$ cat src/rtl/turn_scheduler_if.sv
// turn_scheduler_if -- handshake bundle between the game controller and the
// turn scheduler.
//   master : drives n_players, start, guess_valid, guess_hit, win;
//            observes cur_player, move_en, turn_over, game_over, streak
//   slave  : the scheduler itself (mirror directions)
interface turn_scheduler_if;
  logic [3:0] n_players;   // player count, valid 2..4
  logic       start;       // one-cycle pulse, begin a game
  logic       guess_valid; // one-cycle pulse, current player guessed
  logic       guess_hit;   // guess matched, qualified by guess_valid
  logic       win;         // level, some player reached the goal
  logic [1:0] cur_player;  // player holding the turn
  logic [3:0] move_en;     // one-hot advance enable for position counters
  logic       turn_over;   // one-cycle pulse on turn handover
  logic       game_over;   // level, game finished
  logic [4:0] streak;      // consecutive hits in the current turn

  modport master (
    output n_players, start, guess_valid, guess_hit, win,
    input  cur_player, move_en, turn_over, game_over, streak
  );

  modport slave (
    input  n_players, start, guess_valid, guess_hit, win,
    output cur_player, move_en, turn_over, game_over, streak
  );
endinterface

$ cat src/rtl/turn_scheduler.sv
// turn_scheduler -- sequences turns of a 2..4 player tile-guessing game.
// A hit grants the current player a one-cycle move_en pulse and keeps the
// turn; a miss hands the turn to the next player. win ends the game.
//
// Ports:
//   clk : system clock, rising edge
//   rst : asynchronous, active-high reset
//   bus : turn_scheduler_if.slave (inputs n_players/start/guess_valid/
//         guess_hit/win, outputs cur_player/move_en/turn_over/game_over/streak)
//
// Parameters:
//   TIMEOUT_CYC : idle cycles in WAIT_GUESS before a forced pass
//   STREAK_MAX  : saturation value of the streak counter
//
// Optional feature: define TURN_TIMEOUT_EN to enable the idle-turn timeout.
// Without it WAIT_GUESS waits for a guess indefinitely.
module turn_scheduler #(
  parameter int TIMEOUT_CYC = 255,
  parameter int STREAK_MAX  = 23
) (
  input  logic              clk,
  input  logic              rst,
  turn_scheduler_if.slave   bus
);

  typedef enum logic [2:0] {IDLE, WAIT_GUESS, MOVE, PASS, DONE} state_t;

  state_t     state_reg, state_next;
  logic [1:0] cur_player_reg, cur_player_next;
  logic [4:0] streak_reg, streak_next;
  logic [3:0] n_lat_reg, n_lat_next;
  logic       n_valid;
  logic       last_player;
  logic       timeout;

  if (TIMEOUT_CYC < 1 || STREAK_MAX < 0 || STREAK_MAX > 31) begin : g_bad_param
    $error("turn_scheduler: TIMEOUT_CYC must be >= 1 and STREAK_MAX 0..31");
  end

  assign n_valid     = (bus.n_players >= 4'd2) && (bus.n_players <= 4'd4);
  assign last_player = ({2'b00, cur_player_reg} == (n_lat_reg - 4'd1));

`ifdef TURN_TIMEOUT_EN
  localparam int CW = $clog2(TIMEOUT_CYC + 1);

  logic [CW-1:0] wait_cnt_reg, wait_cnt_next;

  // Counts cycles spent waiting; value k during the (k+1)-th waiting cycle,
  // so the pass fires after exactly TIMEOUT_CYC idle cycles.
  assign timeout = (wait_cnt_reg == CW'(TIMEOUT_CYC - 1));

  always_comb begin
    wait_cnt_next = '0;
    if (state_reg == WAIT_GUESS && state_next == WAIT_GUESS && !bus.guess_valid)
      wait_cnt_next = wait_cnt_reg + 1'b1;
  end

  always_ff @(posedge clk or posedge rst) begin
    if (rst) wait_cnt_reg <= '0;
    else     wait_cnt_reg <= wait_cnt_next;
  end
`else
  assign timeout = 1'b0;
`endif

  always_ff @(posedge clk or posedge rst) begin
    if (rst) begin
      state_reg      <= IDLE;
      cur_player_reg <= 2'd0;
      streak_reg     <= 5'd0;
      n_lat_reg      <= 4'd0;
    end else begin
      state_reg      <= state_next;
      cur_player_reg <= cur_player_next;
      streak_reg     <= streak_next;
      n_lat_reg      <= n_lat_next;
    end
  end

  always_comb begin
    state_next      = state_reg;
    cur_player_next = cur_player_reg;
    streak_next     = streak_reg;
    n_lat_next      = n_lat_reg;
    case (state_reg)
      IDLE: begin
        if (bus.start && n_valid) begin
          state_next      = WAIT_GUESS;
          n_lat_next      = bus.n_players;
          cur_player_next = 2'd0;
          streak_next     = 5'd0;
        end
      end
      WAIT_GUESS: begin
        // win outranks a simultaneous guess: no move is granted
        if (bus.win)              state_next = DONE;
        else if (bus.guess_valid) state_next = bus.guess_hit ? MOVE : PASS;
        else if (timeout)         state_next = PASS;
      end
      MOVE: begin
        // the move pulse and its streak credit complete even if win arrives
        if (streak_reg < 5'(STREAK_MAX)) streak_next = streak_reg + 5'd1;
        state_next = bus.win ? DONE : WAIT_GUESS;
      end
      PASS: begin
        streak_next     = 5'd0;
        cur_player_next = last_player ? 2'd0 : cur_player_reg + 2'd1;
        state_next      = bus.win ? DONE : WAIT_GUESS;
      end
      DONE: begin
        if (bus.start) begin
          cur_player_next = 2'd0;
          streak_next     = 5'd0;
          if (n_valid) begin
            state_next = WAIT_GUESS;
            n_lat_next = bus.n_players;
          end else begin
            state_next = IDLE;
          end
        end
      end
      default: state_next = IDLE;
    endcase
  end

  // Outputs decode straight from registered state so an asynchronous reset
  // removes them at once, truncating any move pulse.
  for (genvar gi = 0; gi < 4; gi++) begin : g_move_en
    assign bus.move_en[gi] = (state_reg == MOVE) && (cur_player_reg == 2'(gi));
  end

  assign bus.cur_player = cur_player_reg;
  assign bus.turn_over  = (state_reg == PASS);
  assign bus.game_over  = (state_reg == DONE);
  assign bus.streak     = streak_reg;

endmodule
$ cat src/flat_wrapper.sv
// flat-port wrapper written by rule: the top's interface ports become plain ports
module turn_scheduler_flat 
#(
  parameter int TIMEOUT_CYC = 255,
  parameter int STREAK_MAX  = 23
)
  (clk, rst, bus_n_players, bus_start, bus_guess_valid, bus_guess_hit, bus_win, bus_cur_player, bus_move_en, bus_turn_over, bus_game_over, bus_streak);
  turn_scheduler_if bus_i ();
  input  logic clk;
  input  logic rst;
  input wire logic [$bits(bus_i.n_players)-1:0] bus_n_players;
  input wire logic [$bits(bus_i.start)-1:0] bus_start;
  input wire logic [$bits(bus_i.guess_valid)-1:0] bus_guess_valid;
  input wire logic [$bits(bus_i.guess_hit)-1:0] bus_guess_hit;
  input wire logic [$bits(bus_i.win)-1:0] bus_win;
  output wire logic [$bits(bus_i.cur_player)-1:0] bus_cur_player;
  output wire logic [$bits(bus_i.move_en)-1:0] bus_move_en;
  output wire logic [$bits(bus_i.turn_over)-1:0] bus_turn_over;
  output wire logic [$bits(bus_i.game_over)-1:0] bus_game_over;
  output wire logic [$bits(bus_i.streak)-1:0] bus_streak;
  assign bus_i.n_players = bus_n_players;
  assign bus_i.start = bus_start;
  assign bus_i.guess_valid = bus_guess_valid;
  assign bus_i.guess_hit = bus_guess_hit;
  assign bus_i.win = bus_win;
  assign bus_cur_player = bus_i.cur_player;
  assign bus_move_en = bus_i.move_en;
  assign bus_turn_over = bus_i.turn_over;
  assign bus_game_over = bus_i.game_over;
  assign bus_streak = bus_i.streak;
  turn_scheduler #(.TIMEOUT_CYC(TIMEOUT_CYC), .STREAK_MAX(STREAK_MAX)) u_core (.clk(clk), .rst(rst), .bus(bus_i));
endmodule
$ cat config.mk
export PLATFORM = sky130hd
export DESIGN_NAME = turn_scheduler_flat
export DESIGN_NICKNAME = d
export VERILOG_FILES = /design/src/rtl/turn_scheduler_if.sv /design/src/rtl/turn_scheduler.sv /design/src/flat_wrapper.sv
export SDC_FILE = /design/constraint.sdc
export NUM_CORES = 1
export LEC_CHECK = 0
export BUFFER_PORTS_ARGS = -buffer_cell sky130_fd_sc_hd__buf_2
export CORE_UTILIZATION = 35
export CTS_BUF_LIST = sky130_fd_sc_hd__clkbuf_8
export DETAILED_ROUTE_END_ITERATION = 10
export GPL_ROUTABILITY_DRIVEN = 0
export HOLD_SLACK_MARGIN = 0.03
export SYNTH_ARGS = -nofsm -noshare
export SYNTH_HDL_FRONTEND = slang
export SYNTH_SLANG_ARGS = --single-unit
$ cat constraint.sdc
create_clock -name clk -period 1.65 [get_ports clk]
set_input_delay 0.165 -clock clk [delete_from_list [all_inputs] [get_ports clk]]
set_output_delay 0.165 -clock clk [all_outputs]
set_load 0.03 [all_outputs]
-- Word level (Yosys, flattened, before mapping)
Cells that the tools add are included.
- register bits: 14
- bits in latches: 0
- memory bits (writable): 0
- bits in read-only memories: 0
- bits of input ports: 10
- output and inout bits: 13
- logic and storage cells: 59
- memories: 0
- add/subtract/negate cells: 3
- multipliers: 0
- div/mod/pow operators: 0
- order comparisons: 3
- equal/unequal tests: 13
- shifts and indexed selects: 0
- muxes and demuxes: 20
- bitwise gates (word level): 0
- reductions and logical operators: 16
- operators with widths (operator ; count):
    $pmux 5 s4 ; 1
    $mux 3 ; 5
    $mux 5 ; 3
    $mux 4 ; 3
    $pmux 3 s4 ; 1
    $pmux 4 s2 ; 1
    $reduce_and 4->1 ; 2
    $eq 3x2->1 const B ; 2
    $logic_and 1x1->1 ; 6
    $mux 2 ; 3
    $ne 2x1->1 const B ; 3
    $pmux 2 s3 ; 1
    $reduce_and 3->1 ; 2
    $add 5x1->5 const B ; 1
    $lt 5x5->1 const B ; 1
    $eq 2x2->1 const B ; 2
    $eq 2x4->1 ; 1
    $ge 4x2->1 const B ; 1
    $le 4x3->1 const B ; 1
    $reduce_bool 4->1 ; 1
    $sub 4x1->4 const B ; 1
    $eq 3x1->1 const B ; 1
    $eq 3x3->1 const B ; 1
    $logic_not 3->1 ; 1
    other kinds (9) ; 10

-- Depth between registers and ports, before layout
Gate-level depths: netlist (run 1).
- word-level depth: 5
- gate-level depth with buffers: 5
- mapped depth without buffers: 5

-- Worst setup path before layout (run 1)
OpenSTA, ideal clock, no wires.
- path type: register -> register
- start point: register u_core.streak_reg[0] (netlist: u_core.bus.streak[0])
- end point: register u_core.streak_reg[0] (netlist: u_core.bus.streak[0])
- library setup time: 78 ps
- arrival: 1300 ps
- path slack: 272 ps
- stages on the path, launching flop included: 5
- cells stage by stage: dfrtp_1 > a31oi_1 > nand2b_1 > a211o_1 > a21oi_1
- word-level cells in the longest chain between the ends: 3
- RTL lines (what ; line ; source):
    start, declared ; turn_scheduler.sv:30 ; logic [4:0] streak_reg, streak_next;
    start signal, assigned ; turn_scheduler.sv:75 ; streak_reg <= streak_next;
    $add 5x1->5 or $lt 5x5->1 (tied branches) ; turn_scheduler.sv:102 ; if (streak_reg < 5'(STREAK_MAX)) streak_next = streak_reg + 5'd1;
    $mux 5 or $ne 2x1->1 (tied branches) ; -- ;
    $pmux 5 s4 or $reduce_and 4->1 (tied branches) ; -- ;
Parallel ways exist; a longest one is shown, timed or not. The select of a mux whose other input is x is not followed.
A chain may end at the register's enable or synchronous reset.

-- Worst setup path after layout (run 1)
- start point: register u_core.state_reg[2]
- end point: output bus_move_en[1]
- word-level cells in the longest chain between the ends: 2
- RTL lines (what ; line ; source):
    start, declared ; turn_scheduler.sv:28 ; state_t state_reg, state_next;
    start signal, assigned ; turn_scheduler.sv:73 ; state_reg <= state_next;
    $eq 3x2->1 ; turn_scheduler.sv:129 ; assign bus.move_en[gi] = (state_reg == MOVE) && (cur_player_reg == 2'(gi));
    $logic_and 1x1->1 ; turn_scheduler.sv:129 ;
    end, declared ; flat_wrapper.sv:17 ; output wire logic [$bits(bus_i.move_en)-1:0] bus_move_en;
No other way between the ends.

==> results.ini, run 1 <==
[sta]
fin_crit_sh_pct = 94.5
worstMarginPinSlew_ns = 0.527
finalMaxSlewViolations = 0
fin_crit_ns = 1.56
rsz_0062_raised_after_global_routing = no
final-setup-viol-count = 0
finClkSkew_ns = 0.00302
fin_setup_tns_ns = 0
final_hold_viol_count = 0
achievable-frequency_mhz = 641
slew_headroom_pct = 64.8

[clock_tree]
cts_tree = built
clock_latency_ns = 0.24
worst_setup_hold_path_clk_slew_ns = 0.06
tritoncts.num_buffers = 3
clock_tree_buf_depth = 2
htreeDepth = 1
clock_sinks = 14
cts_root_buffer = sky130_fd_sc_hd__clkbuf_8

[floorplan]
core_sq_mm = 0.00245
io-pin-count = 23
dieHeight_microns = 52.9
initial_core_util_pct = 37.0
core.rowCount = 18
fp.dieArea_sq_mm = 0.00280
die_x_microns = 52.9

[route]
drt-vias-per-instance = 4.91
detail_route.drc_violations = 0
wl_per_cell_microns = 11.5
routed_wl_mm = 1.70
initialDrtViolationCount = 9
route.antenna.remaining_nets = 0
vias = 726
detail_route.first_pass.iterations = 2

[finish]
final-instance-count-excl-fill = 148
layout.cells.most_common = sky130_fd_sc_hd__buf_2
antenna-diode-count = 0
layout_common_cells = 22 x sky130_fd_sc_hd__buf_2, 13 x sky130_fd_sc_hd__dfrtp_1, 8 x sky130_fd_sc_hd__inv_1
layout.nets = 135
area.growth.synth_to_final_pct = 23.7
layout.core_utilization_pct = 45.8
drive_above_1_share_pct = 33.1
largest_register_ff_count = 5

[worst_setup_path]
critical_path_depth = 4
timing.critical_path.required_ns = 1.48
crit_path_start_kind = flop
critical_path.top_delay_family = simple AND/OR/NAND/NOR gates
worstRegToRegCells = 5
cp-end-kind = output port
worst_path_max_delay_cell = sky130_fd_sc_hd__dfrtp_1
worst_path_largest_cell_delay_ns = 0.43
critPathArrivalTime_ns = 1.39
timing.critical_path.buf_inv = 1
timing.critical_path.cells = nand2b_2 > nor2_4 > and2_1 > buf_2
crit_type = flop to output port
cp_max_fanout = 5

[placed_design]
detailedPlacementHpwl_mm = 1.33
post-place-cells = 142
port-buffer-count = 22

[power_and_ir_drop]
pwr_density_cell_mw_per_mm2 = 982
vdd_ir_drop_max_v = 0.000655
leakage_power_nw = 0.582

[status]
outcome = finished clean

[worst_hold_path]
worstHoldPathCells = 2
hold_path_class = input pin to flop

[synthesis]
yosys.area.top_type_share_pct = 38.6
netlist_instances = 91
number_of_storage_elements_in_the_synthesis_netlist = 14
netlist-cell-type-count = 37
synth-async-reset-ratio_pct = 100
synth_nets = 107
synth_flop_cell = sky130_fd_sc_hd__dfrtp_1
share_of_the_yosys_chip_area_belonging_to_registers_pct = 38.6
yosys_warnings = 0
synth.largest_area_cell = sky130_fd_sc_hd__dfrtp_1
number_of_enable_type_register_cells_in_the_synthesized_netlist = 0
syn_area_per_cell_sq_um = 9.98
netlist_area_sq_um = 908
synth_top_area_cells = sky130_fd_sc_hd__dfrtp_1 39%, sky130_fd_sc_hd__ha_1 8.3%, sky130_fd_sc_hd__and2_1 3.4%

[global_route]
wire_length_of_the_first_global_routing_pass_mm = 2.75
all_layer_gr_usage_pct = 13.5
globalRouteOverflowTotal = 0
grt_start_max_net_pins = 15
vias_in_the_first_global_route = 621
grt_antenna_before_repair = 0

[flow_run]
drv.max_cap_violation_count = 0

[report_power, final]
group / switching (mW) / total, mW / internal [mW]
Sequential: 0.0742 / 0.471 / 0.397
Combinational: 0.170 / 0.300 / 0.130
Clock: 0.122 / 0.333 / 0.211
[cell families (layout without fill, tap and decap cells)]
| logic type | count (synthesis) | in the layout | share of synthesized area (%) |
|---|---|---|---|
| AND/OR/NAND/NOR | 34 | 34 | 23.6 |
| AO/OA/AOI/OAI | 19 | 19 | 16.1 |
| flip-flops | 14 | 14 | 38.6 |
| buffers and inverters | 10 | 37 | 5.10 |
| adder cells (fa/ha/maj) | 6 | 6 | 8.26 |
| XOR/XNOR | 5 | 5 | 4.82 |
| multiplexers | 3 | 3 | 3.58 |
[final timing paths]
check / start / slack [ns] / endpoint
worst max-delay path: u_core.state_reg[2] / 0.09 / bus_move_en[1]
worst min-delay path: bus_win / 0.13 / u_core.state_reg[0]
worst max register to register: u_core.n_lat_reg[0] / 0.22 / u_core.bus.cur_player[1]
worst min register to register: u_core.n_lat_reg[3] / 0.52 / u_core.n_lat_reg[3]
max in group asynchronous: rst / 0.77 / u_core.state_reg[0]
min in group asynchronous: rst / 0.50 / u_core.n_lat_reg[1]
[cell usage after synthesis (all sizes together) (2+ instances only)]
cell / number
and2b: 2
xnor2: 2
nand3: 4
dfrtp: 14
mux2: 2
a31oi: 3
inv: 8
a21oi: 4
nand2b: 3
o21ai: 5
buf: 2
ha: 6
and2: 6
nand2: 4
xor2: 3
nor2: 7
[through the flow]
| stage | instance area, sq um | total power, mW | worst slack, ns | hold WS (ns) |
|---|---|---|---|---|
| 2_1_floorplan | 908 | 0.693 | 0.272 | 0.0542 |
| 3_3_place_gp | 1050 | 0.767 | 0.254 | 0.232 |
| 3_5_place_dp | 1050 | 0.776 | 0.222 | 0.238 |
| 4_1_cts | 1120 | 1.11 | 0.0500 | 0.134 |
| 5_1_grt | 1120 | 1.18 | 0.0117 | 0.140 |
| 6_report | 1120 | 1.10 | 0.0901 | 0.133 |
[cell type report]
| type | instances | area (sq um) |
|---|---|---|
| Fill cell | 230 | 1330 |
| Multi-Input combinational cell | 67 | 514 |
| Tap cell | 30 | 37.5 |
| Sequential cell | 14 | 352 |
| Clock buffer | 4 | 55.1 |
| Timing Repair Buffer | 25 | 135 |
| Inverter | 8 | 30.0 |
[metal layers]
metal	track usage [%]	vias up	routed length, microns
met2	24.1	13	821
li1	-	375	-
met1	16.3	336	821
met3	1.72	2	48
met4	5.26	0	11
met5	0	-	0
[repair_timing]
action | 4_1_cts | 5_1_grt
hold endpoints to repair | 14 | 0
setup buffers | 1 | 0
setup endpoints to repair | 2 | 5
gates resized for setup | 0 | 2
pin swaps | 1 | 0
hold buffers | 1 | 0
No activity file was read; power rests on OpenSTA's default activity.
==> run 2: changes to the inputs <==
--- a/config.mk
+++ b/config.mk
@@ -11,6 +11,7 @@
 export DETAILED_ROUTE_END_ITERATION = 10
 export GPL_ROUTABILITY_DRIVEN = 0
 export HOLD_SLACK_MARGIN = 0.03
+export SETUP_SLACK_MARGIN = 0.2
 export SYNTH_ARGS = -nofsm -noshare
 export SYNTH_HDL_FRONTEND = slang
 export SYNTH_SLANG_ARGS = --single-unit
==> run 2 against run 1 <==
Sequential power is 1% lower; worst setup slack better by 0.13 ns; clock power hardly changed; hold slack hardly changed; utilization is 5.0 points higher; cell count is 5.4% higher; die area stayed put; critical path type unchanged; critical endpoint is now bus_game_over; largest cell class unchanged.
==> results.ini, run 2 (same netlist as run 1, synthesis figures left out) <==
[status]
outcome = finished clean

[power_and_ir_drop]
p_int_mw = 0.768
leakage_power_nw = 0.629
sequential_share_of_power_pct = 40.5
pwr_density_cell_mw_per_mm2 = 922
power.share.switching_pct = 33.2
share_comb_of_total_power_pct = 30.3
power.switching_mw = 0.381
power_frac_clock_pct = 29.1
vdd_ir_drop_max_v = 0.000641

[worst_setup_path]
critPathArrivalTime_ns = 1.27
cp-end-kind = output port
worstRegToRegCells = 5
timing.critical_path.required_ns = 1.48
cp_max_fanout = 5
crit_type = flop to output port
reg2reg_slack_ns = 0.27
crit_path_start_kind = flop
rr_startpoint = u_core.n_lat_reg[0]
rr_endpoint = u_core.bus.cur_player[1]

[sta]
finClkSkew_ns = 0.00404
achievable-frequency_mhz = 699
final-setup-viol-count = 0
fin_setup_tns_ns = 0
fin_crit_ns = 1.43
fin_crit_sh_pct = 86.7
final_hold_viol_count = 0
rsz_0062_raised_after_global_routing = yes
finalMaxSlewViolations = 0
worstMarginPinSlew_ns = 0.530
finalHoldWorstSlack_ns = 0.133
slew_headroom_pct = 64.6

[finish]
seq_area_sq_um = 355
layout_common_cells = 17 x sky130_fd_sc_hd__buf_2, 10 x sky130_fd_sc_hd__buf_4, 10 x sky130_fd_sc_hd__dfrtp_1
area.growth.synth_to_final_pct = 37.2
layout.cells.most_common = sky130_fd_sc_hd__buf_2
multiInputGateArea_sq_um = 542
fillers = 219
layout.nets = 143
antenna-diode-count = 0
drive_above_1_share_pct = 44.4
largest_register_ff_count = 5

[clock_tree]
clock_latency_ns = 0.24
worst_setup_hold_path_clk_slew_ns = 0.06
tritoncts.num_buffers = 3
cts_tree = built
clock_sinks = 14
clock_tree_buf_depth = 2
htreeDepth = 1
cts_root_buffer = sky130_fd_sc_hd__clkbuf_8

[route]
initialDrtViolationCount = 13
vias = 775
route.antenna.remaining_nets = 0
detail_route.drc_violations = 0
routed_wl_mm = 1.79
wl_per_cell_microns = 11.5
detail_route.first_pass.iterations = 4
drt-vias-per-instance = 4.97

[global_route]
grt_start_max_net_pins = 15
vias_in_the_first_global_route = 659
globalRouteOverflowTotal = 0
wire_length_of_the_first_global_routing_pass_mm = 2.81
all_layer_gr_usage_pct = 13.8
grt_antenna_before_repair = 0

[worst_hold_path]
holdCritStartpoint = bus_win
hold_path_class = input pin to flop
worstHoldPathCells = 2
hold_path_end = u_core.state_reg[0]

[placed_design]
port-buffer-count = 22
detailedPlacementHpwl_mm = 1.33

[floorplan]
core_sq_mm = 0.00245
io-pin-count = 23
die_x_microns = 52.9
dieHeight_microns = 52.9
core.rowCount = 18
fp.dieArea_sq_mm = 0.00280
initial_core_util_pct = 37.0

[flow_run]
drv.max_cap_violation_count = 0

## run 2: changes by cell type in the layout (fill, tap and decap cells not counted)
cell / change
sky130_fd_sc_hd__buf_4: +8
sky130_fd_sc_hd__buf_2: -5
sky130_fd_sc_hd__buf_6: +5
sky130_fd_sc_hd__and2_1: -4
sky130_fd_sc_hd__and2_4: +4
sky130_fd_sc_hd__dfrtp_1: -3
sky130_fd_sc_hd__dfrtp_2: +3
sky130_fd_sc_hd__ha_1: -1
sky130_fd_sc_hd__ha_4: +1
sky130_fd_sc_hd__inv_1: -1
sky130_fd_sc_hd__inv_2: +1
sky130_fd_sc_hd__nand2b_2: -1
sky130_fd_sc_hd__nand2b_4: +1
## run 2: repair_timing
action                                  CTS  global route
setup buffers                             6             3
hold endpoints to repair                 14             0
hold buffers                              1             0
resized for setup                         9            14
endpoints found under the setup margin    6             8
pin swaps                                 1             3
## run 2: critical path, stage by stage (launching register included)
cell and delay [ns]:
sky130_fd_sc_hd__dfrtp_2 0.45, sky130_fd_sc_hd__nor2_2 0.21, sky130_fd_sc_hd__and2_2 0.18, sky130_fd_sc_hd__buf_2 0.18
## run 2: routing by layer
layer | GRT usage, % | vias to the layer above | wire length, microns
li1 | - | 387 | -
met5 | 0 | - | 0
met1 | 15.9 | 371 | 813
met4 | 5.26 | 0 | 10
met3 | 0.862 | 2 | 42
met2 | 25.9 | 15 | 927
## run 2: metrics by stage
step	cell area (sq um)	setup slack, ns	instances	util [%]	power (mW)
final	1250	0.219	156	50.8	1.15
after global routing	1250	0.165	156	50.8	1.22
after CTS	1180	0.200	153	48.0	1.13
after detailed placement	1050	0.222	142	42.7	0.776
after global placement	1050	0.254	142	42.7	0.767
after floorplan	908	0.272	91	-	0.693
## run 2: worst max-delay path by stage
stage                         start                       end  slack (ns)  depth (start not counted)
3_5_place_dp    u_core.state_reg[0]  u_core.bus.cur_player[0]        0.22                          4
6_report        u_core.state_reg[1]             bus_game_over        0.22                          3
3_3_place_gp    u_core.state_reg[0]  u_core.bus.cur_player[0]        0.25                          4
2_1_floorplan  u_core.bus.streak[0]      u_core.bus.streak[0]        0.27                          4
4_1_cts         u_core.state_reg[1]             bus_turn_over        0.20                          4
5_1_grt         u_core.state_reg[1]             bus_game_over        0.17                          3
## run 2: layout make-up
type	instances	area share, %
tap	30	3.01
timing repair buffer	33	18.2
sequential	14	28.5
multi-input combinational	67	43.5
inverter	8	2.41
clock buffer	4	4.42
## run 2: power groups by stage
stage,logic (mW),clock network [mW],registers (mW)
finish,0.348,0.335,0.466
global placement,0.294,0,0.473
detailed placement,0.299,0,0.476
floorplan,0.187,0,0.506
CTS,0.327,0.338,0.466
global route,0.390,0.358,0.476
==> run 3: changes to the inputs <==
--- a/config.mk
+++ b/config.mk
@@ -5,6 +5,7 @@
 export SDC_FILE = /design/constraint.sdc
 export NUM_CORES = 1
 export LEC_CHECK = 0
+export ABC_CLOCK_PERIOD_IN_PS = 1650
 export BUFFER_PORTS_ARGS = -buffer_cell sky130_fd_sc_hd__buf_2
 export CORE_UTILIZATION = 35
 export CTS_BUF_LIST = sky130_fd_sc_hd__clkbuf_8
==> constraint.sdc (replaced) <==
create_clock -name clk -period 1.65 [get_ports clk]
set_input_delay 0.165 -clock clk [delete_from_list [all_inputs] [get_ports clk]]
set_output_delay 0.165 -clock clk [all_outputs]
set_load 0.1 [all_outputs]
==> run 3 against run 2 <==
Global-route usage up 2.8 points; clock-buffer cell count stayed put; non-clock buffer count rose by 4; critical path type unchanged; total power is 17% higher; via count rose by 2.6%.
==> results.ini, run 3 (same netlist as run 1, synthesis figures left out) <==
[clock_tree]
clock_latency_ns = 0.24
cts_tree = built
clock_tree_buf_depth = 2
worst_setup_hold_path_clk_slew_ns = 0.06
tritoncts.num_buffers = 3
htreeDepth = 1
cts_root_buffer = sky130_fd_sc_hd__clkbuf_8
clock_sinks = 14

[worst_hold_path]
holdCritStartpoint = bus_win
hold_path_class = input pin to flop

[worst_setup_path]
crit_type = flop to output port
cp-startpoint = u_core.state_reg[2]
crit_path_start_kind = flop
timing.critical_path.required_ns = 1.48
cp_max_fanout = 4
cp-end-kind = output port
critPathArrivalTime_ns = 1.31
rr_startpoint = u_core.state_reg[2]

[route]
wl_per_cell_microns = 12.3
met3_wirelength_microns = 56
vias = 795
route.antenna.remaining_nets = 0
detail_route.drc_violations = 0
m1WireLength_microns = 885
top_layer = met4
initialDrtViolationCount = 5
routed_wl_mm = 1.97
drt-vias-per-instance = 4.97
wl_met2_mm = 1.01
detail_route.first_pass.iterations = 3

[finish]
fillers = 214
multiInputGateArea_sq_um = 536
layout.nets = 147
seq_area_sq_um = 377
drive_above_1_share_pct = 50.8
layout_common_cells = 16 x sky130_fd_sc_hd__buf_2, 11 x sky130_fd_sc_hd__buf_4, 6 x sky130_fd_sc_hd__ha_1, 6 x sky130_fd_sc_hd__buf_12, 6 x sky130_fd_sc_hd__dfrtp_4
layout.cells.most_common = sky130_fd_sc_hd__buf_2
largest_register_ff_count = 5
antenna-diode-count = 0
area.growth.synth_to_final_pct = 50.3

[power_and_ir_drop]
fin_total_pwr_mw = 1.35
vdd_ir_drop_max_v = 0.000549
leakage_power_nw = 0.650
pwr_density_cell_mw_per_mm2 = 987

[global_route]
wire_length_of_the_first_global_routing_pass_mm = 3.36
vias_in_the_first_global_route = 741
all_layer_gr_usage_pct = 16.6
globalRouteOverflowTotal = 0
grt_antenna_before_repair = 0
grt_start_max_net_pins = 15

[sta]
rsz_0062_raised_after_global_routing = yes
slew_headroom_pct = 62.4
fin_setup_tns_ns = 0
worstMarginPinSlew_ns = 0.563
fin_crit_ns = 1.48
final_hold_viol_count = 0
finClkSkew_ns = 0.00340
fin_crit_sh_pct = 89.7
final-setup-viol-count = 0
achievable-frequency_mhz = 676
finalMaxSlewViolations = 0

[flow_run]
drv.max_cap_violation_count = 0

[placed_design]
detailedPlacementHpwl_mm = 1.36
port-buffer-count = 22

[floorplan]
fp.dieArea_sq_mm = 0.00280
core.rowCount = 18
initial_core_util_pct = 37.0
core_sq_mm = 0.00245
dieHeight_microns = 52.9
die_x_microns = 52.9
io-pin-count = 23

[status]
outcome = finished clean

==> run 3: critical path, stage by stage (launching register included) <==
cell	delay (ns)
sky130_fd_sc_hd__dfrtp_1	0.41
sky130_fd_sc_hd__buf_6	0.13
sky130_fd_sc_hd__or2_4	0.26
sky130_fd_sc_hd__clkinvlp_4	0.10
sky130_fd_sc_hd__buf_12	0.17
==> run 3: path summary, 6_finish.rpt <==
kind | slack (ns) | cells after the start | endpoint
min in group asynchronous | 0.51 | 3 | u_core.state_reg[2]
min reg2reg | 0.52 | 1 | u_core.n_lat_reg[3]
max | 0.17 | 4 | bus_turn_over
max reg2reg | 0.23 | 5 | u_core.bus.cur_player[0]
max in group asynchronous | 0.71 | 3 | u_core.bus.cur_player[1]
min | 0.13 | 2 | u_core.state_reg[0]
==> run 3: through the flow <==
step / hold slack, ns / instances / area (sq um) / util, % / setup slack, ns
CTS: 0.127 / 159 / 1350 / 54.9 / 0.183
global route: 0.141 / 160 / 1370 / 55.6 / 0.127
floorplan: 0.0543 / 91 / 945 / - / 0.0584
finish: 0.132 / 160 / 1370 / 55.6 / 0.171
global placement: 0.237 / 143 / 1180 / 48.1 / 0.263
detailed placement: 0.240 / 143 / 1180 / 48.1 / 0.206
==> run 3: where the power goes <==
group	internal (mW)	switching (mW)	leakage (nW)
sequential	0.414	0.0680	0.170
clock	0.211	0.122	0.0288
combinational	0.176	0.356	0.451
total	0.801	0.546	0.650
==> run 3: layer usage <==
metal / up-vias / track usage [%]
met3: 2 / 2.87
met5: - / 0
met1: 386 / 20.5
met2: 14 / 28.3
met4: 0 / 6.58
li1: 393 / -
==> run 3: repair_timing <==
action | 4_1_cts | 5_1_grt
resized for setup | 9 | 3
gates cloned | 0 | 0
hold buffers | 1 | 0
hold endpoints to repair | 14 | 0
setup buffers | 11 | 1
pin swaps | 4 | 4
setup endpoints to repair | 7 | 8
==> run 3: cell type report <==
class	instances	share of cell area, %
multi-input combinational	67	39.2
sequential	14	27.6
timing repair buffer	37	23.9
clock buffer	4	4.03
tap	30	2.75
inverter	8	2.47
